## src/rtl/serial_paralelo_aligner_if.sv

```systemverilog
// Lane and word bus between the 2-bit serial receiver and its consumer.
// master drives the serial lane; slave is the aligner.
interface serial_paralelo_aligner_if;
   logic [1:0] serial;
   logic [8:0] paralelo;
   logic       active;

   modport master (output serial, input paralelo, input active);
   modport slave  (input serial, output paralelo, output active);
endinterface

```

## src/rtl/serial_paralelo_aligner.sv

```systemverilog
// 2-bit serial to 9-bit {valid, data} deserializer that aligns on COM idle symbols.
// Optional macro SP_LOCK_LOSS_EN: drop lock after repeated misaligned COM detections.
module serial_paralelo_aligner #(
   parameter logic [7:0]  COM_BYTE   = 8'hBC,
   parameter int unsigned LOCK_COUNT = 4,
   parameter int unsigned LOSS_COUNT = 2
) (
   input logic                     clk16f,
   input logic                     reset_L,
   serial_paralelo_aligner_if.slave bus
);

   if (LOCK_COUNT < 2 || LOCK_COUNT > 15 || LOSS_COUNT < 1 || LOSS_COUNT > 7) begin : g_bad_cfg
      $error("serial_paralelo_aligner: LOCK_COUNT or LOSS_COUNT out of range");
   end

   localparam logic [3:0] LockCnt = 4'(LOCK_COUNT);

   typedef enum logic [1:0] {StSearch, StVerify, StAligned} state_e;

   state_e     state;
   logic [5:0] sr;
   logic [1:0] phase;
   logic [3:0] com_cnt;
   logic [8:0] par;
   logic       act;
   logic [7:0] w;
   logic       is_com;
   logic       boundary;

`ifdef SP_LOCK_LOSS_EN
   localparam logic [2:0] LossCnt = 3'(LOSS_COUNT);
   logic [2:0] mis_cnt;
   logic [2:0] mis_inc;
   assign mis_inc = (mis_cnt == 3'd7) ? 3'd7 : mis_cnt + 3'd1;
`endif

   assign w        = {sr, bus.serial};
   assign is_com   = (w == COM_BYTE);
   assign boundary = (phase == 2'd3);

   always_ff @(posedge clk16f or negedge reset_L) begin
      if (!reset_L) begin
         state   <= StSearch;
         sr      <= 6'd0;
         phase   <= 2'd0;
         com_cnt <= 4'd0;
         par     <= 9'h000;
         act     <= 1'b0;
`ifdef SP_LOCK_LOSS_EN
         mis_cnt <= 3'd0;
`endif
      end else begin
         sr    <= w[5:0];
         phase <= phase + 2'd1;
         unique case (state)
            StSearch: begin
               // Byte boundary is anchored on the edge that completes a COM.
               if (is_com) begin
                  phase   <= 2'd0;
                  com_cnt <= 4'd1;
                  state   <= StVerify;
               end
            end
            StVerify: begin
               if (boundary) begin
                  if (is_com) begin
                     com_cnt <= com_cnt + 4'd1;
                     if (com_cnt + 4'd1 == LockCnt) begin
                        state <= StAligned;
                        act   <= 1'b1;
                     end
                  end else begin
                     com_cnt <= 4'd0;
                     state   <= StSearch;
                  end
               end
            end
            StAligned: begin
               if (boundary) begin
                  par <= is_com ? 9'h000 : {1'b1, w};
               end
`ifdef SP_LOCK_LOSS_EN
               if (boundary && is_com) begin
                  mis_cnt <= 3'd0;
               end else if (!boundary && is_com) begin
                  if (mis_inc == LossCnt) begin
                     state   <= StSearch;
                     act     <= 1'b0;
                     par     <= 9'h000;
                     mis_cnt <= 3'd0;
                     com_cnt <= 4'd0;
                  end else begin
                     mis_cnt <= mis_inc;
                  end
               end
`endif
            end
            default: state <= StSearch;
         endcase
      end
   end

   assign bus.paralelo = par;
   assign bus.active   = act;

endmodule
```

## src/flat_wrapper.sv

```systemverilog
// flat-port wrapper written by rule: the top's interface ports become plain ports
module serial_paralelo_aligner_flat 
#(
   parameter logic [7:0]  COM_BYTE   = 8'hBC,
   parameter int unsigned LOCK_COUNT = 4,
   parameter int unsigned LOSS_COUNT = 2
)
  (clk16f, reset_L, bus_serial, bus_paralelo, bus_active);
  serial_paralelo_aligner_if bus_i ();
  input logic clk16f;
  input logic reset_L;
  input wire logic [$bits(bus_i.serial)-1:0] bus_serial;
  output wire logic [$bits(bus_i.paralelo)-1:0] bus_paralelo;
  output wire logic [$bits(bus_i.active)-1:0] bus_active;
  assign bus_i.serial = bus_serial;
  assign bus_paralelo = bus_i.paralelo;
  assign bus_active = bus_i.active;
  serial_paralelo_aligner #(.COM_BYTE(COM_BYTE), .LOCK_COUNT(LOCK_COUNT), .LOSS_COUNT(LOSS_COUNT)) u_core (.clk16f(clk16f), .reset_L(reset_L), .bus(bus_i));
endmodule
```

## config.mk

```make
export PLATFORM = sky130hd
export DESIGN_NAME = serial_paralelo_aligner_flat
export DESIGN_NICKNAME = d
export VERILOG_FILES = /design/src/rtl/serial_paralelo_aligner_if.sv /design/src/rtl/serial_paralelo_aligner.sv /design/src/flat_wrapper.sv
export SDC_FILE = /design/constraint.sdc
export NUM_CORES = 1
export LEC_CHECK = 0
export ABC_AREA = 1
export ABC_CLOCK_PERIOD_IN_PS = 2900
export CORE_MARGIN = 1
export CORE_UTILIZATION = 25
export DETAILED_ROUTE_END_ITERATION = 8
export PLACE_DENSITY = 0.39
export SYNTH_ARGS = -nofsm -noshare
export SYNTH_HDL_FRONTEND = slang
export SYNTH_SLANG_ARGS = --single-unit
```

## constraint.sdc

```tcl
create_clock -name clk16f -period 2.9 [get_ports clk16f]
set_clock_uncertainty 0.15 [all_clocks]
set_input_delay 0.29 -clock clk16f [delete_from_list [all_inputs] [get_ports clk16f]]
set_output_delay 0.29 -clock clk16f [all_outputs]
set_load 0.05 [all_outputs]
```

==> out/metrics.csv <==
stage,metric,value,unit
status,outcome,finished clean,
global_route,pin count of the biggest net entering global routing,25,
sta,crit path time final,1.87,ns
setup_path,Crit path largest cell delay,0.80,ns
global_route,first-pass GRT wire length,3.44,mm
setup_path,CP required,2.46,ns
synthesis,post-synthesis sequential area ratio,55.5,%
placement,routability cong.,0.671,
setup_path,CP max-delay cell,clkdlybuf4s50_1,
setup_path,Worst R2R Path Depth,5,
setup_path,reg-to-reg startpoint,u_core.phase[0],
clock_network,CTS Hold Bufs,0,
setup_path,WP data arrival,1.43,ns
global_route,initial antenna violation count,0,
floorplan,Horiz. Die Dim,67.8,um
detailed_routing,Wirelength per Cell,10.9,um
sta,"Hold Vio Cnt, Final",0,
detailed_routing,detailed-route wire length,1.96,mm
pwr,leakage power,0.000655,uW
clock_network,postcts setup bufs,0,
clock_network,clock root cell,clkbuf_8,
sta,Fin Hold WS,0.223,ns
synthesis,Area contributors post-synth,"dfrtp_1 55%, nand2_1 12%, nand3_1 5.5%, nor2_4 4.2%, inv_1 3.8%",
synthesis,number of synthesized flops with an enable pin,0,
sta,"Period Utilization, post-route",64.3,%
sta,headroom to the max-slew limit,63.7,%
clock_network,Max H-tree Level,1,
detailed_routing,vias per cell,4.13,
synthesis,Seq cells post-synth,24,
floorplan,Core Footprint,4090,um2
floorplan,Starting Density,26.5,%
synthesis,fraction of registers with async set/reset,100,%
global_route,all-layer global routing usage,10.2,%
synthesis,Yosys top cell by area,dfrtp_1,
synthesis,YS warnings,0,
setup_path,reg2reg end,u_core.bus.paralelo[3],
clock_network,clock-pin slew on the worst setup and hold paths,0.09,ns
synthesis,most frequent cell after synthesis,nand2_1,
setup_path,Worst Path Max Fanout,2,
detailed_routing,Final ANT Viol Nets,0,
floorplan,Die ar.,4600,um2
sta,Sum Neg Setup Slack,0,ns
setup_path,worst reg-to-reg setup slack,1.21,ns
clock_network,post_cts resized,0,
synthesis,syn_nets,120,
detailed_routing,1st-pass router iterations,3,
clock_network,Longest Clk Path Bufs,2,
floorplan,Core Rows,23,
floorplan,IO Pins,14,
floorplan,Die H,67.8,um
global_route,GRT overflow,0,
flow_run,Max-Cap Viols,0,
synthesis,Yosys cell types,17,
synthesis,syn avg cell area,9.58,um2
setup_path,crit start category,flop,
global_route,vias in the first global route,748,
pwr,PwrDens,522,nW/um2
detailed_routing,vias,743,
clock_network,CTS tree,built,
pwr,Pwr Total,704,uW
pwr,Worst VDD drop,173,uV
synthesis,Mapped Area,1080,um2
setup_path,CP endpoint kind,output port,
setup_path,crit path cell chain,clkdlybuf4s50_1,
layout,Area Overhead vs Synth,24.6,%
sta,final count of negative-setup-slack endpoints,0,
setup_path,worst path buffer plus inverter count,1,
detailed_routing,DRT iter0 DRCs,19,
layout,share of cells above drive strength 1,18.5,%
synthesis,Post-Synthesis Cells,113,
layout,antenna diode count,0,
setup_path,Crit path max-delay family,buffers and inverters,
synthesis,synth cell count leaders,"36 x nand2_1, 24 x dfrtp_1, 12 x nand3_1",
sta,Worst Max-Slew Pin Slew,0.543,ns
placement,Placement Cell Area,1280,um2
detailed_routing,DRC Markers,0,
sta,Pins Over Slew Limit,0,
sta,f_max,0.536,GHz
worst_hold_path,Hold WC Path Type,in -> async,
clock_network,Clock Latency Late Sink,0.27,ns
clock_network,CTS sink cnt,24,
synthesis,Synth top area share,55.5,%
clock_network,CTS Buf Count,3,
placement,Port-buffer cells,13,
synthesis,Synth Flop Type,dfrtp_1,
placement,dpl hpwl,1.43,mm
layout,Final Cell Area,1350,um2
layout,nets,138,
sta,RSZ-0062 raised after global routing,no,
setup_path,CP Class,reg -> out,
## layout make-up
cell class                      count  area [um2]
Clock buffer                        3        41.3
Timing Repair Buffer               14         138
Inverter                           14        52.6
Fill cell                         428        2740
Clock inverter                      1        30.0
Multi-Input combinational cell     74         424
Tap cell                           50        62.6
Sequential cell                    24         601
## placed cells by master (no fill, tap or decap), drive strengths merged
cell            n
bufinv          1
nand3          12
ha              3
nor2            6
clkbuf          3
inv            14
nand2          43
clkdlybuf4s50  13
a21oi           1
dfrtp          24
o21bai          1
nand4           2
o21ai           6
buf             1
## registers in the layout, summed over array words and instances (netlist names)
| name | count |
|---|---|
| u_core.bus.active | 1 |
| u_core.bus.paralelo | 9 |
| u_core.com_cnt | 4 |
| u_core.phase | 2 |
| u_core.sr | 6 |
| u_core.state | 2 |
## where the power goes
group,internal [uW],total [uW],switching [uW]
logic,18.7,56.1,37.4
clock network,185,297,113
registers,344,351,6.18
## through the flow
step | utilization (%) | std cells | setup slack [ns]
floorplan | - | 113 | 1.51
detailed placement | 31.3 | 176 | 1.11
global placement | 31.3 | 176 | 1.13
finish | 33.0 | 180 | 1.03
CTS | 33.0 | 180 | 1.01
global route | 33.0 | 180 | 0.971
## layer usage
metal  track usage [%]  wire [um]  up-vias
li1                  -          -      389
met1              13.2        965      345
met2              16.5        925        7
met3              2.53         50        2
met4              3.91         18        0
met5                 0          0        -
## how the worst max path moves through the flow
stage,to,startpoint,cells after the start,slack (ns)
6_report,bus_paralelo[4],u_core.bus.paralelo[4],1,1.03
5_1_grt,bus_paralelo[7],u_core.bus.paralelo[7],1,0.97
4_1_cts,bus_paralelo[4],u_core.bus.paralelo[4],1,1.01
3_5_place_dp,u_core.com_cnt[3],bus_serial[0],9,1.11
3_3_place_gp,u_core.com_cnt[1],bus_serial[0],9,1.13
2_1_floorplan,u_core.state[0],u_core.com_cnt[0],9,1.51
## cells by family after synthesis
logic type | Yosys count | share of synthesized area, %
flip-flops | 24 | 55.5
buffers and inverters | 15 | 5.32
AND/OR/NAND/NOR | 63 | 29.7
AO/OA/AOI/OAI | 8 | 6.01
adder cells (fa/ha/maj) | 3 | 3.47
(Power assumes the default switching activity.)
